`config.mk`:
```
export PLATFORM = sky130hd
export DESIGN_NAME = adc_acq_controller
export DESIGN_NICKNAME = d
export VERILOG_FILES = /design/src/rtl/adc_acq_pkg.sv /design/src/rtl/adc_frame_fifo2.sv /design/src/rtl/adc_acq_controller.sv
export SDC_FILE = /design/constraint.sdc
export NUM_CORES = 1
export LEC_CHECK = 0
export CORE_AREA = 10 10 252 254
export CTS_BUF_LIST = sky130_fd_sc_hd__clkbuf_4
export CTS_CLUSTER_DIAMETER = 120
export DETAILED_ROUTE_END_ITERATION = 10
export DIE_AREA = 0 0 262 264
export GPL_TIMING_DRIVEN = 0
export PLACE_DENSITY = 0.64
export SETUP_SLACK_MARGIN = 0.1
export SKIP_CTS_REPAIR_TIMING = 1
export SYNTH_ARGS = -nofsm -noshare
export SYNTH_HDL_FRONTEND = slang
export SYNTH_SLANG_ARGS = --single-unit
```
`constraint.sdc`:
```
create_clock -name MCLK -period 29.3 [get_ports MCLK]
set_clock_uncertainty 0.05 [all_clocks]
set_input_delay 2.93 -clock MCLK [delete_from_list [all_inputs] [get_ports MCLK]]
set_output_delay 2.93 -clock MCLK [all_outputs]
set_load 0.01 [all_outputs]
```
`src/rtl/adc_acq_pkg.sv`:
```
// Shared types and constants for the ADC acquisition controller.
// Optional build macro: ADC_ACQ_TIMESTAMP_EN (see adc_acq_controller.sv).
package adc_acq_pkg;

  typedef enum logic [2:0] {
    IDLE,
    SYNC,
    SETTLE,
    RUN,
    DRAIN,
    FAULT
  } acq_state_t;

  localparam int LANES   = 4;
  localparam int LANE_W  = 64;
  localparam int FRAME_W = LANES * LANE_W;
  localparam int TS_W    = 32;

  // Used to size the shared phase timer from the largest of its limits.
  function automatic int max_int(input int a, input int b);
    return (a > b) ? a : b;
  endfunction

endpackage

```
`src/rtl/adc_frame_fifo2.sv`:
```
// Two-entry first-in first-out frame buffer with flush.
// A push into a full buffer is accepted only when a pop happens in the same cycle.
module adc_frame_fifo2 #(
  parameter int WIDTH = 256
) (
  input  logic             MCLK,
  input  logic             nRST,
  input  logic             flush,
  input  logic             push,
  input  logic             pop,
  input  logic [WIDTH-1:0] din,
  output logic [WIDTH-1:0] dout,
  output logic             full,
  output logic             empty
);

  logic [WIDTH-1:0] mem_reg [2];
  logic             wr_ptr_reg;
  logic             rd_ptr_reg;
  logic [1:0]       count_reg;
  logic             do_push;
  logic             do_pop;

  assign empty   = (count_reg == 2'd0);
  assign full    = (count_reg == 2'd2);
  assign do_pop  = pop && !empty;
  assign do_push = push && (!full || do_pop);
  assign dout    = mem_reg[rd_ptr_reg];

  // Pointer and occupancy bookkeeping; flush empties the buffer in one cycle.
  always_ff @(posedge MCLK) begin
    if (!nRST || flush) begin
      wr_ptr_reg <= 1'b0;
      rd_ptr_reg <= 1'b0;
      count_reg  <= 2'd0;
    end else begin
      if (do_push) wr_ptr_reg <= ~wr_ptr_reg;
      if (do_pop)  rd_ptr_reg <= ~rd_ptr_reg;
      count_reg <= count_reg + {1'b0, do_push} - {1'b0, do_pop};
    end
  end

  // Storage write; contents need no reset because occupancy gates the output.
  always_ff @(posedge MCLK) begin
    if (do_push && !flush) mem_reg[wr_ptr_reg] <= din;
  end

endmodule

```
`src/rtl/adc_acq_controller.sv`:
```
// ADC acquisition session controller: nSYNC pulse, settle wait, frame gating
// into a 2-entry buffer, valid/ready hand-off, nDRDY watchdog and error flags.
// Optional build macro ADC_ACQ_TIMESTAMP_EN: when defined, every frame carries
// the free-running MCLK count latched at the most recent nDRDY falling edge.
module adc_acq_controller #(
  parameter int FRAME_W        = adc_acq_pkg::FRAME_W,
  parameter int SYNC_LEN       = 4,
  parameter int SETTLE_TIMEOUT = 65535,
  parameter int DRDY_TIMEOUT   = 4096,
  parameter int CNT_W          = 16
) (
  input  logic               MCLK,
  input  logic               nRST,
  input  logic               START,
  input  logic               STOP,
  input  logic [CNT_W-1:0]   BURST_LEN,
  input  logic               nDRDY,
  output logic               nSYNC_OUT,
  input  logic               FRAME_STROBE,
  input  logic [FRAME_W-1:0] FRAME_IN,
  output logic               OUT_VALID,
  input  logic               OUT_READY,
  output logic [FRAME_W-1:0] OUT_DATA,
  output logic [31:0]        OUT_TS,
  output logic               BUSY,
  output logic               DONE,
  output logic               ERR_TIMEOUT,
  output logic               ERR_OVERFLOW,
  output logic [7:0]         DROP_COUNT,
  output logic [CNT_W-1:0]   FRAME_COUNT
);

  import adc_acq_pkg::*;

  // One timer serves SYNC length, settle timeout and the RUN watchdog.
  localparam int TMR_W = $clog2(max_int(max_int(SYNC_LEN, SETTLE_TIMEOUT), DRDY_TIMEOUT) + 1);
  localparam logic [TMR_W-1:0] SYNC_LAST   = TMR_W'(SYNC_LEN - 1);
  localparam logic [TMR_W-1:0] SETTLE_LAST = TMR_W'(SETTLE_TIMEOUT - 1);
  localparam logic [TMR_W-1:0] DRDY_LAST   = TMR_W'(DRDY_TIMEOUT - 1);

`ifdef ADC_ACQ_TIMESTAMP_EN
  localparam int ENTRY_W = FRAME_W + TS_W;
`else
  localparam int ENTRY_W = FRAME_W;
`endif

  acq_state_t       state_reg, state_next;
  logic [TMR_W-1:0] timer_reg, timer_next;
  logic [CNT_W-1:0] burst_reg, burst_next;
  logic [CNT_W-1:0] frame_count_reg, frame_count_next;
  logic [7:0]       drop_count_reg, drop_count_next;
  logic             err_timeout_reg, err_timeout_next;
  logic             err_overflow_reg, err_overflow_next;
  logic             done_reg, done_next;
  logic             drdy_sample_reg, drdy_prev_reg;
  logic             drdy_fall;
  logic             push, pop, flush;
  logic             fifo_full, fifo_empty;
  logic [ENTRY_W-1:0] fifo_din, fifo_dout;

  assign drdy_fall = drdy_prev_reg && !drdy_sample_reg;

  // nDRDY is sampled once; the fall shows up one cycle after the pin drops.
  always_ff @(posedge MCLK) begin
    if (!nRST) begin
      drdy_sample_reg <= 1'b1;
      drdy_prev_reg   <= 1'b1;
    end else begin
      drdy_sample_reg <= nDRDY;
      drdy_prev_reg   <= drdy_sample_reg;
    end
  end

`ifdef ADC_ACQ_TIMESTAMP_EN
  logic [TS_W-1:0] ts_count_reg;
  logic [TS_W-1:0] ts_latch_reg;

  // Free-running cycle counter, captured on each detected nDRDY fall.
  always_ff @(posedge MCLK) begin
    if (!nRST) begin
      ts_count_reg <= '0;
      ts_latch_reg <= '0;
    end else begin
      ts_count_reg <= ts_count_reg + TS_W'(1);
      if (drdy_fall) ts_latch_reg <= ts_count_reg;
    end
  end

  assign fifo_din = {ts_latch_reg, FRAME_IN};
  assign OUT_TS   = fifo_dout[FRAME_W +: TS_W];
`else
  assign fifo_din = FRAME_IN;
  assign OUT_TS   = '0;
`endif

  adc_frame_fifo2 #(
    .WIDTH (ENTRY_W)
  ) u_fifo (
    .MCLK  (MCLK),
    .nRST  (nRST),
    .flush (flush),
    .push  (push),
    .pop   (pop),
    .din   (fifo_din),
    .dout  (fifo_dout),
    .full  (fifo_full),
    .empty (fifo_empty)
  );

  assign OUT_VALID    = !fifo_empty && (state_reg != FAULT);
  assign OUT_DATA     = fifo_dout[FRAME_W-1:0];
  assign pop          = OUT_VALID && OUT_READY;
  assign nSYNC_OUT    = (state_reg != SYNC);
  assign BUSY         = (state_reg != IDLE);
  assign DONE         = done_reg;
  assign ERR_TIMEOUT  = err_timeout_reg;
  assign ERR_OVERFLOW = err_overflow_reg;
  assign DROP_COUNT   = drop_count_reg;
  assign FRAME_COUNT  = frame_count_reg;

  // State, counters and sticky flags.
  always_ff @(posedge MCLK) begin
    if (!nRST) begin
      state_reg        <= IDLE;
      timer_reg        <= '0;
      burst_reg        <= '0;
      frame_count_reg  <= '0;
      drop_count_reg   <= '0;
      err_timeout_reg  <= 1'b0;
      err_overflow_reg <= 1'b0;
      done_reg         <= 1'b0;
    end else begin
      state_reg        <= state_next;
      timer_reg        <= timer_next;
      burst_reg        <= burst_next;
      frame_count_reg  <= frame_count_next;
      drop_count_reg   <= drop_count_next;
      err_timeout_reg  <= err_timeout_next;
      err_overflow_reg <= err_overflow_next;
      done_reg         <= done_next;
    end
  end

  // Next-state, timer, push/drop decisions; STOP outranks a same-cycle strobe.
  always_comb begin
    state_next        = state_reg;
    timer_next        = timer_reg + TMR_W'(1);
    burst_next        = burst_reg;
    frame_count_next  = frame_count_reg;
    drop_count_next   = drop_count_reg;
    err_timeout_next  = err_timeout_reg;
    err_overflow_next = err_overflow_reg;
    done_next         = 1'b0;
    push              = 1'b0;
    flush             = 1'b0;
    case (state_reg)
      IDLE: begin
        timer_next = '0;
        if (START) begin
          frame_count_next  = '0;
          drop_count_next   = '0;
          err_timeout_next  = 1'b0;
          err_overflow_next = 1'b0;
          burst_next        = BURST_LEN;
          state_next        = SYNC;
        end
      end
      SYNC: begin
        if (STOP) begin
          state_next = DRAIN;
          timer_next = '0;
        end else if (timer_reg == SYNC_LAST) begin
          state_next = SETTLE;
          timer_next = '0;
        end
      end
      SETTLE: begin
        if (STOP) begin
          state_next = DRAIN;
          timer_next = '0;
        end else if (drdy_fall) begin
          state_next = RUN;
          timer_next = '0;
        end else if (timer_reg == SETTLE_LAST) begin
          state_next       = FAULT;
          err_timeout_next = 1'b1;
          timer_next       = '0;
        end
      end
      RUN: begin
        if (STOP) begin
          state_next = DRAIN;
          timer_next = '0;
        end else if (!drdy_fall && timer_reg == DRDY_LAST) begin
          state_next       = FAULT;
          err_timeout_next = 1'b1;
          timer_next       = '0;
        end else begin
          if (drdy_fall) timer_next = '0;
          if (FRAME_STROBE) begin
            if (!fifo_full || pop) begin
              push             = 1'b1;
              frame_count_next = frame_count_reg + CNT_W'(1);
              if (burst_reg != '0 && frame_count_next == burst_reg) begin
                state_next = DRAIN;
                timer_next = '0;
              end
            end else begin
              err_overflow_next = 1'b1;
              if (drop_count_reg != 8'hFF) drop_count_next = drop_count_reg + 8'd1;
            end
          end
        end
      end
      DRAIN: begin
        timer_next = '0;
        if (fifo_empty) begin
          state_next = IDLE;
          done_next  = 1'b1;
        end
      end
      FAULT: begin
        timer_next = '0;
        flush      = 1'b1;
        if (STOP) state_next = IDLE;
      end
      default: begin
        state_next = IDLE;
        timer_next = '0;
      end
    endcase
  end

endmodule

```
==> impl_metrics.ini <==
[sta]
rsz0062_at_grt = no
timing.setup.tns_ps = 0
final-setup-viol-count = 0
period_needed_ps = 6940
max_slew_margin = 0.289
worstMarginPinSlew_ps = 1070
min_period_over_period = 0.237
hold_ws_ps = 385
hold_violations = 0
max_freq_ghz = 0.144
drv_slew = 0

[drt]
vias = 14177
avgRoutedWirePerCell_microns = 21.8
via_per_inst = 4.75
drc = 0
wl_microns = 65000
ant_nets = 0
drt_iter0_markers = 861
drtPass1Iterations = 5

[global_routing]
met1_usage = 0.189
use_met3 = 0.0896
antenna_found_initial = 17
grtUsageMet2 = 0.309
gr-max-usage-layer = met2
grt_remaining_overflow = 0
grt_max_degree = 57
grt.total_usage = 0.182
grt_pass1_wl_microns = 93100
grt_pass1_vias = 14904

[clocking]
cts_sinks = 581
root_buffer = clkbuf_4
tritoncts = done
cts_made_buffers = 155
clk_pin_slew_worst_paths_ps = 70
htree_levels = 4
cts_buffer_depth = 3
clk_latency_ps = 940

[yosys]
synth_edf_count = 512
yosys.area_share.simple = 0.0543
synth-seq-area-share = 0.743
synth_commonest_cells = edfxtp_1 (512), mux2_2 (256), dfxtp_1 (69)
synth_top_area_share = 0.682
synthMuxAreaShare = 0.128
syn_area_sq_mm = 0.0225
syn_area_per_cell_sq_um = 17.3
yosys_warnings = 0
synth.area.top_cells = edfxtp_1 (68%), mux2_2 (13%), dfxtp_1 (6.1%)
synthAdderAreaFrac = 0.00333
ys_types = 68
synth_compound_area_frac = 0.0289
syn-instance-count = 1305
yosysMostFrequentCell = edfxtp_1
synth-main-ff-cell = edfxtp_1
ys_ff_latch = 581
synth-async-reset-ratio = 0
synth_top_family_by_area = multiplexers
yosysTopAreaCell = edfxtp_1
synth_xor_area_frac = 0.0175

[placement]
portBuffers = 564
dp_cells = 2707
place_congestion = 0.862
dpl_cell_area_sq_mm = 0.0297
hpwl_microns = 48600

[die]
core_area_sq_mm = 0.0585
initial_utilization = 0.386
rows = 89
io-pin-count = 597
dieArea_sq_mm = 0.0692
die_x_microns = 262
die_h_microns = 264

[finish]
stdcell_count = 2984
design_area_sq_mm = 0.0318
area_delta_synth_final_pct = 41.0
fin_nets = 2376
final_util = 0.544
drive_gt1_frac = 0.275
largest_register_ffs = 512

[job]
drv_cap = 0

[pwr]
leakagePower_uw = 0.0108
powerDensity_mw_per_mm2 = 61.1
worst_ir_drop_vdd_mv = 0.0332

[status]
status = complete, no violations

[min_path]
hold_path_class = reg -> reg

[setup_path]
worst_setup_path_start_kind = flop
cp-end-kind = primary output
critPathArrivalTime_ps = 3960
cp.required_ps = 26320
crit_type = reg -> out
cp_max_fo = 10
-- layer usage --
metal,part of all wire,vias to the layer above
met4,0.020,14
met2,0.50,574
li1,-,6630
met1,0.37,6861
met3,0.11,98
met5,0.0015,-
-- cells in the final DEF, fill, tap and decap left out, types with 5 or more instances in the layout --
cell type        synthesis  final
nor3_1                  11     10
o21ai_0                 19     19
inv_1                   13     13
mux2_2                 256    256
nand3b_1                 5      5
nand2_1                 57     57
and3_1                   6      5
and2_1                   5      5
nor2_1                  38     38
dfxtp_1                 69     69
nor2b_1                  7      7
clkdlybuf4s50_1          0    564
xnor2_1                 30     30
a21oi_1                 29     29
clkbuf_1                42     42
nand4_1                 11     11
nor4_1                  18     18
conb_1                   1     32
buf_16                   0      5
a21boi_0                20     20
nor4_2                   8      8
ha_1                     6      6
clkinv_1                 0     20
nand2b_1                 6      6
clkbuf_4                 0    235
xor2_1                  15     15
edfxtp_1               512    512
buf_6                    1     25
buf_4                   34     36
diode_2                  0     10
nand3_1                 21     21
-- final cells by class --
type	count	area, sq um
fill	4897	26700
sequential	581	16800
timing repair buffer	598	6110
multi-input combinational	657	5370
clock buffer	235	1760
tap	773	967
buffer	85	497
clock inverter	32	246
inverter	13	48.8
antenna	10	25.0
-- logic make-up after synthesis --
logic type      Yosys count
compound gates           98
xor+xnor                 45
fa+ha+maj                 6
buf+inv                  98
flops                   581
mux                     257
other cells               1
simple gates            219
-- path summary, 6_finish.rpt --
check	start	to	slack [ps]	cells after the start
hold / removal	drdy_sample_reg$_SDFF_PN1_	drdy_prev_reg$_SDFF_PN1_	390	1
setup reg to reg	timer_reg[0]$_SDFF_PN0_	u_fifo.mem_reg[0][181]$_DFFE_PP_	24670	14
setup / recovery	flop	OUT_DATA[130]	22360	4
hold reg to reg	drdy_sample_reg$_SDFF_PN1_	drdy_prev_reg$_SDFF_PN1_	390	1
-- power breakdown --
| group | total, uW | internal (uW) | switching (uW) | leakage [uW] |
|---|---|---|---|---|
| Clock | 724 | 399 | 326 | 0.00119 |
| Sequential | 917 | 909 | 8.13 | 0.00516 |
| Combinational | 301 | 159 | 143 | 0.00448 |
| Total | 1940 | 1470 | 476 | 0.0108 |
-- metrics by stage --
step,power (uW),setup slack (ps)
final,1940,22360
after global routing,2040,22000
after CTS,1970,22020
after detailed placement,1240,22240
after global placement,1240,-5430
after floorplan,1080,7070
-- worst max-delay path, cell delays in order, from the launching register on --
cell and delay, ps:
dfxtp_1 430, clkbuf_1 670, clkbuf_1 860, mux2_2 420, clkdlybuf4s50_1 640
Note: power is estimated with default switching activity, not from simulation.
